==> src/rtl/chain_pkg.sv <==
// Shared types and constants for the chaining-DP max reduction.
// Optional early stop is enabled with the CHAIN_MAX_SKIP_EN macro.
package chain_pkg;

    localparam int CHAIN_SCORE_W = 32;
    localparam int CHAIN_IDX_W   = 16;

    typedef logic signed [CHAIN_SCORE_W-1:0] score_t;
    typedef logic [CHAIN_IDX_W-1:0]          idx_t;

    localparam idx_t   NO_PRED   = '1;
    localparam score_t SCORE_MAX = {1'b0, {(CHAIN_SCORE_W-1){1'b1}}};
    localparam score_t SCORE_MIN = {1'b1, {(CHAIN_SCORE_W-1){1'b0}}};

    localparam logic [1:0] IDLE  = 2'd0;
    localparam logic [1:0] ACCUM = 2'd1;
    localparam logic [1:0] DONE  = 2'd2;

endpackage

==> src/rtl/chain_sat_add.sv <==
// Combinational signed adder that clamps to the representable range.
// Part of chain_dp_max (CHAIN_MAX_SKIP_EN has no effect here).
module chain_sat_add
    import chain_pkg::*;
#(
    parameter int W = CHAIN_SCORE_W
) (
    input  logic [W-1:0] a,
    input  logic [W-1:0] b,
    output logic [W-1:0] sum
);

    logic [W:0] wide;

    assign wide = {a[W-1], a} + {b[W-1], b};

    // Sign-extended sum disagrees in its top two bits only on overflow.
    always_comb begin
        sum = wide[W-1:0];
        if (wide[W] != wide[W-1])
            sum = wide[W] ? {1'b1, {(W-1){1'b0}}}
                          : {1'b0, {(W-1){1'b1}}};
    end

endmodule

==> src/rtl/chain_dp_max.sv <==
// f(i) = max(qspan, max_j f(j)+sc(j,i)) and best predecessor p(i).
// Define CHAIN_MAX_SKIP_EN to stop comparing after MAX_SKIP misses.
module chain_dp_max
    import chain_pkg::*;
#(
    parameter int SCORE_W  = CHAIN_SCORE_W,
    parameter int IDX_W    = CHAIN_IDX_W,
    parameter int MAX_SKIP = 25
) (
    input  logic               clk,
    input  logic               reset,
    input  logic               start_valid,
    output logic               start_ready,
    input  logic [SCORE_W-1:0] start_qspan,
    input  logic               start_nopred,
    input  logic               cand_valid,
    output logic               cand_ready,
    input  logic [IDX_W-1:0]   cand_idx,
    input  logic [SCORE_W-1:0] cand_f,
    input  logic [SCORE_W-1:0] cand_sc,
    input  logic               cand_skip,
    input  logic               cand_last,
    output logic               out_valid,
    input  logic               out_ready,
    output logic [SCORE_W-1:0] out_f,
    output logic [IDX_W-1:0]   out_p,
    output logic [IDX_W-1:0]   out_ncand
);

    localparam logic [IDX_W-1:0] NO_IDX = '1;

    if (MAX_SKIP < 1) begin : g_bad_cfg
        $error("MAX_SKIP must be at least 1");
    end

    logic [1:0]         state;
    logic [SCORE_W-1:0] best;
    logic [IDX_W-1:0]   bidx;
    logic [IDX_W-1:0]   ncand;
    logic [SCORE_W-1:0] sum;
    logic               cmp_en;
    logic               accept;
    logic               improve;

    chain_sat_add #(.W(SCORE_W)) u_add (
        .a   (cand_f),
        .b   (cand_sc),
        .sum (sum)
    );

    assign start_ready = (state == IDLE);
    assign cand_ready  = (state == ACCUM);
    assign out_valid   = (state == DONE);
    assign out_f       = best;
    assign out_p       = bidx;
    assign out_ncand   = ncand;

    assign accept  = cand_valid && cand_ready;
    assign improve = accept && !cand_skip && cmp_en
                     && ($signed(sum) > $signed(best));

`ifdef CHAIN_MAX_SKIP_EN
    localparam int SKIP_W = $clog2(MAX_SKIP + 1);

    logic [SKIP_W-1:0] skip_cnt;

    assign cmp_en = (skip_cnt < SKIP_W'(MAX_SKIP));

    // Skipped-window candidates neither extend nor break the miss run.
    always_ff @(posedge clk or negedge reset) begin
        if (!reset)
            skip_cnt <= '0;
        else if (start_valid && start_ready)
            skip_cnt <= '0;
        else if (accept && !cand_skip && cmp_en)
            skip_cnt <= improve ? '0 : skip_cnt + 1'b1;
    end
`else
    assign cmp_en = 1'b1;
`endif

    always_ff @(posedge clk or negedge reset) begin
        if (!reset) begin
            state <= IDLE;
            best  <= '0;
            bidx  <= NO_IDX;
            ncand <= '0;
        end else begin
            unique case (state)
                IDLE: begin
                    if (start_valid) begin
                        best  <= start_qspan;
                        bidx  <= NO_IDX;
                        ncand <= '0;
                        state <= start_nopred ? DONE : ACCUM;
                    end
                end
                ACCUM: begin
                    if (accept) begin
                        if (improve) begin
                            best <= sum;
                            bidx <= cand_idx;
                        end
                        if (ncand != NO_IDX)
                            ncand <= ncand + 1'b1;
                        if (cand_last)
                            state <= DONE;
                    end
                end
                DONE: begin
                    if (out_ready)
                        state <= IDLE;
                end
                default: state <= IDLE;
            endcase
        end
    end

endmodule

==> config.mk <==
export PLATFORM = sky130hd
export DESIGN_NAME = chain_dp_max
export DESIGN_NICKNAME = d
export VERILOG_FILES = /design/src/rtl/chain_pkg.sv /design/src/rtl/chain_sat_add.sv /design/src/rtl/chain_dp_max.sv
export SDC_FILE = /design/constraint.sdc
export NUM_CORES = 1
export LEC_CHECK = 0
export CELL_PAD_IN_SITES_DETAIL_PLACEMENT = 1
export CELL_PAD_IN_SITES_GLOBAL_PLACEMENT = 1
export CORE_ASPECT_RATIO = 1.5
export CORE_MARGIN = 2
export CORE_UTILIZATION = 38
export CTS_CLUSTER_DIAMETER = 30
export DETAILED_ROUTE_END_ITERATION = 6
export GPL_TIMING_DRIVEN = 0
export PLACE_DENSITY = 0.95
export SYNTH_ARGS = -nofsm -noshare
export SYNTH_HDL_FRONTEND = slang
export SYNTH_HIERARCHICAL = 1
export SYNTH_SLANG_ARGS = --single-unit
==> constraint.sdc <==
create_clock -name clk -period 4.4 [get_ports clk]
set_input_delay 0.66 -clock clk [delete_from_list [all_inputs] [get_ports clk]]
set_output_delay 0.66 -clock clk [all_outputs]
set_load 0.01 [all_outputs]
==> results of run 1 <==
registers in the layout, indices dropped and copies added, names as in the netlist:
signal     cells
out_f         32
out_ncand     16
out_p         16
state          2
worst paths after layout:
kind / cells after the start / slack (ns) / endpoint
hold / removal: 1 / 0.46 / out_f[15]
max in group asynchronous: 1 / 3.38 / out_f[27]
min in group clk: 2 / 0.55 / out_f[1]
setup reg to reg: 11 / 1.41 / out_f[24]
hold reg to reg: 2 / 0.55 / out_f[1]
setup / recovery: 21 / -1.18 / out_f[24]
cells by family (layout without fill, tap and decap cells):
kind of cell,count (synthesis),count (layout),synth area share
AO/OA/AOI/OAI,186,186,0.207
XOR/XNOR,36,36,0.0536
adder cells (fa/ha/maj),69,69,0.147
buffers and inverters,77,321,0.0604
flip-flops,66,66,0.284
multiplexers,64,64,0.109
other,0,1,0
AND/OR/NAND/NOR,162,162,0.139
area by class of cell:
cell class | count | area [um2]
Fill cell | 1635 | 5560
Clock inverter | 6 | 66.3
Buffer | 21 | 204
Sequential cell | 66 | 1670
Inverter | 48 | 183
Antenna cell | 1 | 2.50
Multi-Input combinational cell | 517 | 4620
Tap cell | 199 | 249
Clock buffer | 10 | 239
Timing Repair Buffer | 236 | 2340
layer usage:
metal  vias to the layer above  wire length [um]
met3                       151              1780
met5                         -                 0
li1                       2896                 -
met1                      3342             10700
met4                         0              2190
met2                       423             15300
power breakdown:
part           switching [mW]  leakage (nW)  total (mW)  internal [mW]
Sequential              0.198         0.783        1.09          0.892
Clock                   0.310         0.141       0.764          0.454
Combinational            1.98          3.00        3.76           1.78
Total                    2.49          3.93        5.62           3.13
synth_stat cells (15+ instances only):
library cell,instances,area [um2]
xor2_1,15,131
nand3_1,19,95.1
clkbuf_1,15,56.3
dfrtp_1,50,1250
nand2_1,51,191
o21ai_0,44,220
a21oi_1,56,280
xnor2_1,21,184
mux2i_1,62,621
inv_1,48,180
dfstp_2,16,420
ha_1,65,813
o22a_1,16,140
nor2_1,28,105
worst register-to-register path: stages, from the launching register on:
cell and delay (ns):
dfrtp_1 0.40, inv_1 0.13, ha_1 0.30, nand4_1 0.26, nor3_2 0.10, a221o_1 0.38, nor3_4 0.30, nand2_2 0.10
o311a_4 0.35, buf_12 0.16, buf_12 0.14, mux2i_2 0.24
repair_timing:
item,in CTS,in global routing
pin swaps,34,43
resized for setup,92,90
gates cloned,2,3
endpoints found under the setup margin,48,48
setup buffers,28,17
metrics by stage:
step / setup slack (ns) / total power, mW / cells / utilization
2_1_floorplan: -0.633 / 2.59 / 660 / -
3_3_place_gp: -2.05 / 3.56 / 1045 / 0.534
3_5_place_dp: -2.26 / 3.69 / 1045 / 0.534
4_1_cts: -0.878 / 4.80 / 1088 / 0.588
5_1_grt: -1.22 / 5.79 / 1104 / 0.633
6_report: -1.18 / 5.62 / 1104 / 0.633
==> metrics.cfg, run 1 <==
[job]
cap_violations = 0

[floorplan]
fp.dieArea_um2 = 16500
io_pins = 187
core_area_um2 = 15100
die_h_um = 156
start_util = 0.389
die_x_um = 106
rows = 55

[worst_setup_path]
crit_family = compound AO/OA/AOI/OAI gates
slowest_delay_ns = 0.51
worstPathArrival_ns = 5.82
worst-path-buf-inv = 4
crit_path_max_fanout = 7
slowest_stage = clkdlybuf4s50_1
worstSetupEndpointType = flop
crit_type = in -> reg
crit_start = cand_sc[10]
r2r-start = out_f[25]
worstPathCellList = clkdlybuf4s50_1 -> ha_4 -> o21ai_1 -> o21a_1 -> nor3b_1 -> a311o_1 -> a221o_1 -> a21oi_4 -> and2b_2 -> buf_8 -> o21ai_2 -> ha_1 -> nand4_1 -> nor3_2 -> a221o_1 -> nor3_4 -> nand2_2 -> o311a_4 -> buf_12 -> buf_12 -> mux2i_2
crit_required_ns = 4.64
cp-start-kind = input port

[finish]
drive_above_1_share = 0.230
area_growth_pct = 62.8
nets = 1085
final_common_cell = clkdlybuf4s50_1
finalInstanceArea_um2 = 9580
final_cell_mix = 167 x clkdlybuf4s50_1, 59 x mux2i_1, 50 x dfrtp_1

[placement]
place_area_um2 = 8080
place_congestion = 0.890
dpl.hpwl_mm = 16.6
portBuffers = 186

[clock_tree]
htreeDepth = 3
clock_sinks = 66
cts_buffers = 9
cts.clk_slew.worst_paths_ns = 0.07
holdBufCountCts = 0
clock_path_buffers = 2
cts_tree = done
cts_root_buffer = clkbuf_16
clk_latency_ns = 0.35

[sta]
drv_slew = 0
hold_viol = 0
fin_skew_ns = 0.0112
max_slew_margin = 0.403
post-route-min-period_ns = 5.58
rsz0062_at_grt = true
whs_ns = 0.458
fmax_mhz = 179
period_share = 1.27
finalSetupTns_ns = -52.60
worst_slew_pin_slew_ns = 0.896
setup_viol = 48
worst_slack_ns = -1.18

[grt]
grt_pass1_vias = 6960
gr-total-overflow = 0
top_usage_layer = met2
use_met1 = 0.301
antenna_found_initial = 1
grt.met2_usage = 0.542
grt_pass1_wl_mm = 37.4
grt_max_degree = 67
globalRouteTotalUtil = 0.286
use_met3 = 0.0458

[synthesis]
synth_nets = 846
seq_area_frac_synth = 0.284
synth_ff_type = dfrtp_1
synth-seq-cells = 66
synth_edf_count = 0
syn-instance-count = 660
ys_async_sr_fraction = 1.00
yosys_warnings = 6
syn_area_um2 = 5880
yosysUniqueCellTypes = 70
synth_area_per_cell_um2 = 8.91

[status]
outcome = complete, but fails checks
violations = setup timing

[routing]
drc = 0
first_pass_iters = 7
initialDrtViolationCount = 370
vias_per_cell = 6.17
routed_wl_mm = 30.0
num_vias = 6812
ant_nets = 0
wl_per_cell_um = 27.2

[worst_hold_path]
worstHoldPathType = in -> async

[power_and_ir_drop]
p_leak_nw = 3.93
pwr_density_cell_nw_per_um2 = 587
vdd_drop_max_mv = 0.323

Power figures use the tool's default switching activity.
==> inputs of run 2 (changes only) <==
Settings changed: ABC_AREA set to 1, CORE_UTILIZATION 38 to 37, TNS_END_PERCENT set to 30.
==> run 2 against run 1 <==
Against the previous run:
- the run still ends with setup timing left
- register-to-register slack improved by 0.45 ns
- highest routed layer unchanged
- sequential cell count unchanged
- cell count increased by 42%
- sequential share of layout area decreased by 2.0 points
- clock power decreased by 3.4%
- critical endpoint is now out_f[3]
- final area increased by 13%
- clock skew decreased by 0.0034 ns
==> metrics.cfg, run 2 <==
[sta]
period_share = 1.02  ; -0.243
fmax_mhz = 222  ; +24%
drv_slew = 0  ; unchanged
worst_slack_ns = -0.109  ; +1.07 ns
setup_viol = 36  ; -25%
fin_skew_ns = 0.00781  ; -0.00343 ns
whs_ns = 0.424  ; -0.0343 ns
max_slew_margin = 0.381  ; -0.0218
worst_slew_pin_slew_ns = 0.928  ; +0.0327 ns
hold_viol = 0  ; unchanged
post-route-min-period_ns = 4.51  ; -1.07 ns

[clock_tree]
cts.clk_slew.worst_paths_ns = 0.06  ; about the same
htreeDepth = 3  ; unchanged
holdBufCountCts = 0  ; unchanged
cts_root_buffer = clkbuf_16
clock_sinks = 66  ; unchanged
cts_tree = done
cts_buffers = 9  ; unchanged
clock_path_buffers = 2  ; unchanged
clk_latency_ns = 0.34  ; about the same

[worst_setup_path]
crit_start = cand_f[31]
slowest_stage = clkdlybuf4s50_1
crit_type = in -> reg
r2r-start = out_f[22]
cp-start-kind = input port
worstPathArrival_ns = 4.74  ; -1.08 ns
crit_path_frequent_cell = nand2_1
crit_path_max_fanout = 7  ; unchanged
slowest_delay_ns = 0.45  ; -0.06 ns
worstSetupEndpointType = flop
crit_required_ns = 4.63  ; about the same

[synthesis]
synth_largest_area_cell = nand2_1
synthTopCellsByArea = nand2_1 25%, dfrtp_1 18%, ha_1 12%, inv_1 6.7%, dfstp_2 6.1%
synth_ff_type = dfrtp_1
syn_area_um2 = 6880  ; +17%
yosysUniqueCellTypes = 42  ; -40%
syn-instance-count = 1091  ; +65%
synth_nets = 1277  ; +51%
synth.most_common_cell = nand2_1
synth_area_per_cell_um2 = 6.30  ; -29%
synth-seq-cells = 66  ; unchanged
yosys_warnings = 6  ; unchanged
ys_top_cells_by_count = 460 x nand2_1, 123 x inv_1, 71 x nand3_1, 68 x nor2_1, 65 x ha_1
synth_top_area_share = 0.251  ; +0.0384
seq_area_frac_synth = 0.243  ; -0.0411
ys_async_sr_fraction = 1.00  ; unchanged
synth_edf_count = 0  ; unchanged

[worst_hold_path]
worstHoldPathType = in -> async

[placement]
place_area_um2 = 9050  ; +12%
dpl.hpwl_mm = 20.7  ; +24%
portBuffers = 186  ; unchanged
place_congestion = 0.862  ; -3.1%

[power_and_ir_drop]
pwr_density_cell_nw_per_um2 = 535  ; -8.8%
p_clk_frac = 0.127  ; -0.009
vdd_drop_max_mv = 0.229  ; -29%
p_sw_mw = 2.73  ; +9.7%
internal-power_mw = 3.06  ; -2.1%
p_leak_nw = 5.35  ; +36%
p_comb_frac = 0.678  ; +0.008
power_mw = 5.80  ; +3.2%
pwr-share-seq = 0.195  ; about the same
switching_share = 0.472  ; +0.0281

[grt]
gr-total-overflow = 0  ; unchanged
grt_max_degree = 67  ; unchanged
grt_pass1_wl_mm = 41.9  ; +12%
antenna_found_initial = 0  ; -1
globalRouteTotalUtil = 0.268  ; -0.0177
grt_pass1_vias = 8707  ; +25%

[finish]
largest_register_ffs = 32  ; unchanged
regArea_um2 = 1670  ; unchanged
area_growth_pct = 57.5
final_common_cell = nand2_1
nets = 1502  ; +38%
final_util = 0.589  ; -0.0435
finalInstanceArea_um2 = 10800  ; +13%
multi_input_area_um2 = 5590  ; +21%
n_fill_cell = 2293  ; +40%
final_cell_mix = 408 x nand2_1, 164 x clkdlybuf4s50_1, 118 x inv_1
drive_above_1_share = 0.230  ; about the same
n_antenna_cell = 0  ; -1

[routing]
wl_per_cell_um = 20.7  ; -24%
routed_wl_mm = 32.6  ; +8.6%
ant_nets = 0  ; unchanged
drc = 0  ; unchanged
vias_per_cell = 5.44  ; -12%
initialDrtViolationCount = 543  ; +47%
first_pass_iters = 5  ; -2
num_vias = 8557  ; +26%

[floorplan]
die_h_um = 171  ; +9.3%
io_pins = 187  ; unchanged
fp.dieArea_um2 = 19700  ; +19%
core_area_um2 = 18400  ; +21%
rows = 61  ; +11%
start_util = 0.374  ; -0.0147
die_x_um = 115  ; +9.2%

[status]
outcome = complete, but fails checks
violations = setup timing

[job]
cap_violations = 0  ; unchanged

[run 2: stage by stage]
stage               setup WS [ns]  cells  setup TNS (ns)
global route               -0.292   1573          -10.87
CTS                      0.000699   1560               0
detailed placement         -0.643   1529          -26.72
finish                     -0.109   1573           -1.83
floorplan                   0.601   1091               0
global placement           -0.475   1529          -19.23
[run 2: layout make-up]
class | instances | share of cell area
multi-input cells | 867 | 0.515
repair buffers | 213 | 0.206
flip-flops and latches | 66 | 0.154
inverters | 130 | 0.0453
well taps | 252 | 0.0291
clock buffers | 13 | 0.0231
plain buffers | 29 | 0.0229
clock inverters | 3 | 0.00370
[run 2: per-layer routing]
metal | track usage | up-vias | share of wire
li1 | - | 3869 | -
met1 | 0.271 | 4145 | 0.34
met2 | 0.534 | 372 | 0.55
met3 | 0.0283 | 171 | 0.043
met4 | 0.123 | 0 | 0.070
met5 | 0 | - | 0
[run 2: final timing paths]
kind | end | slack (ns) | cells after the start
max reg2reg | out_f[3] | 1.86 | 18
max | out_f[3] | -0.11 | 30
max in group asynchronous | out_f[22] | 3.33 | 1
min | out_f[5] | 0.42 | 1
min reg2reg | out_p[8] | 0.46 | 2
min in group clk | out_p[8] | 0.46 | 2
[run 2: cell families (layout without fill, tap and decap cells)]
logic type	count (synthesis)	after routing	synth area share
buffers and inverters	159	388	0.0990
adders and majority gates	66	66	0.121
xor gates and xnor gates	20	20	0.0255
DFF	66	66	0.243
AOI/OAI and AO/OA	100	100	0.0875
and+or+nand+nor	680	681	0.424
[run 2: power groups by stage]
| stage | sequential (mW) | clock [mW] | combinational, mW |
|---|---|---|---|
| floorplan | 1.17 | 0 | 1.69 |
| CTS | 1.11 | 0.733 | 3.25 |
| global placement | 1.10 | 0 | 2.82 |
| finish | 1.13 | 0.738 | 3.93 |
| detailed placement | 1.11 | 0 | 2.97 |
| global route | 1.15 | 0.765 | 4.21 |
[run 2: worst max-delay path: cells and delay by family]
| family | cells | cell delay [ns] |
|---|---|---|
| AOI/OAI and AO/OA | 3 | 0.40 |
| buffers and inverters | 5 | 1.05 |
| adders and majority gates | 2 | 0.68 |
| and+or+nand+nor | 20 | 1.92 |
[run 2: what timing repair did]
| action | CTS | global route |
|---|---|---|
| setup endpoints to repair | 48 | 48 |
| buffers inserted | 12 | 8 |
| pin swaps | 9 | 38 |
| gates resized for setup | 51 | 195 |
| cloned | 3 | 5 |
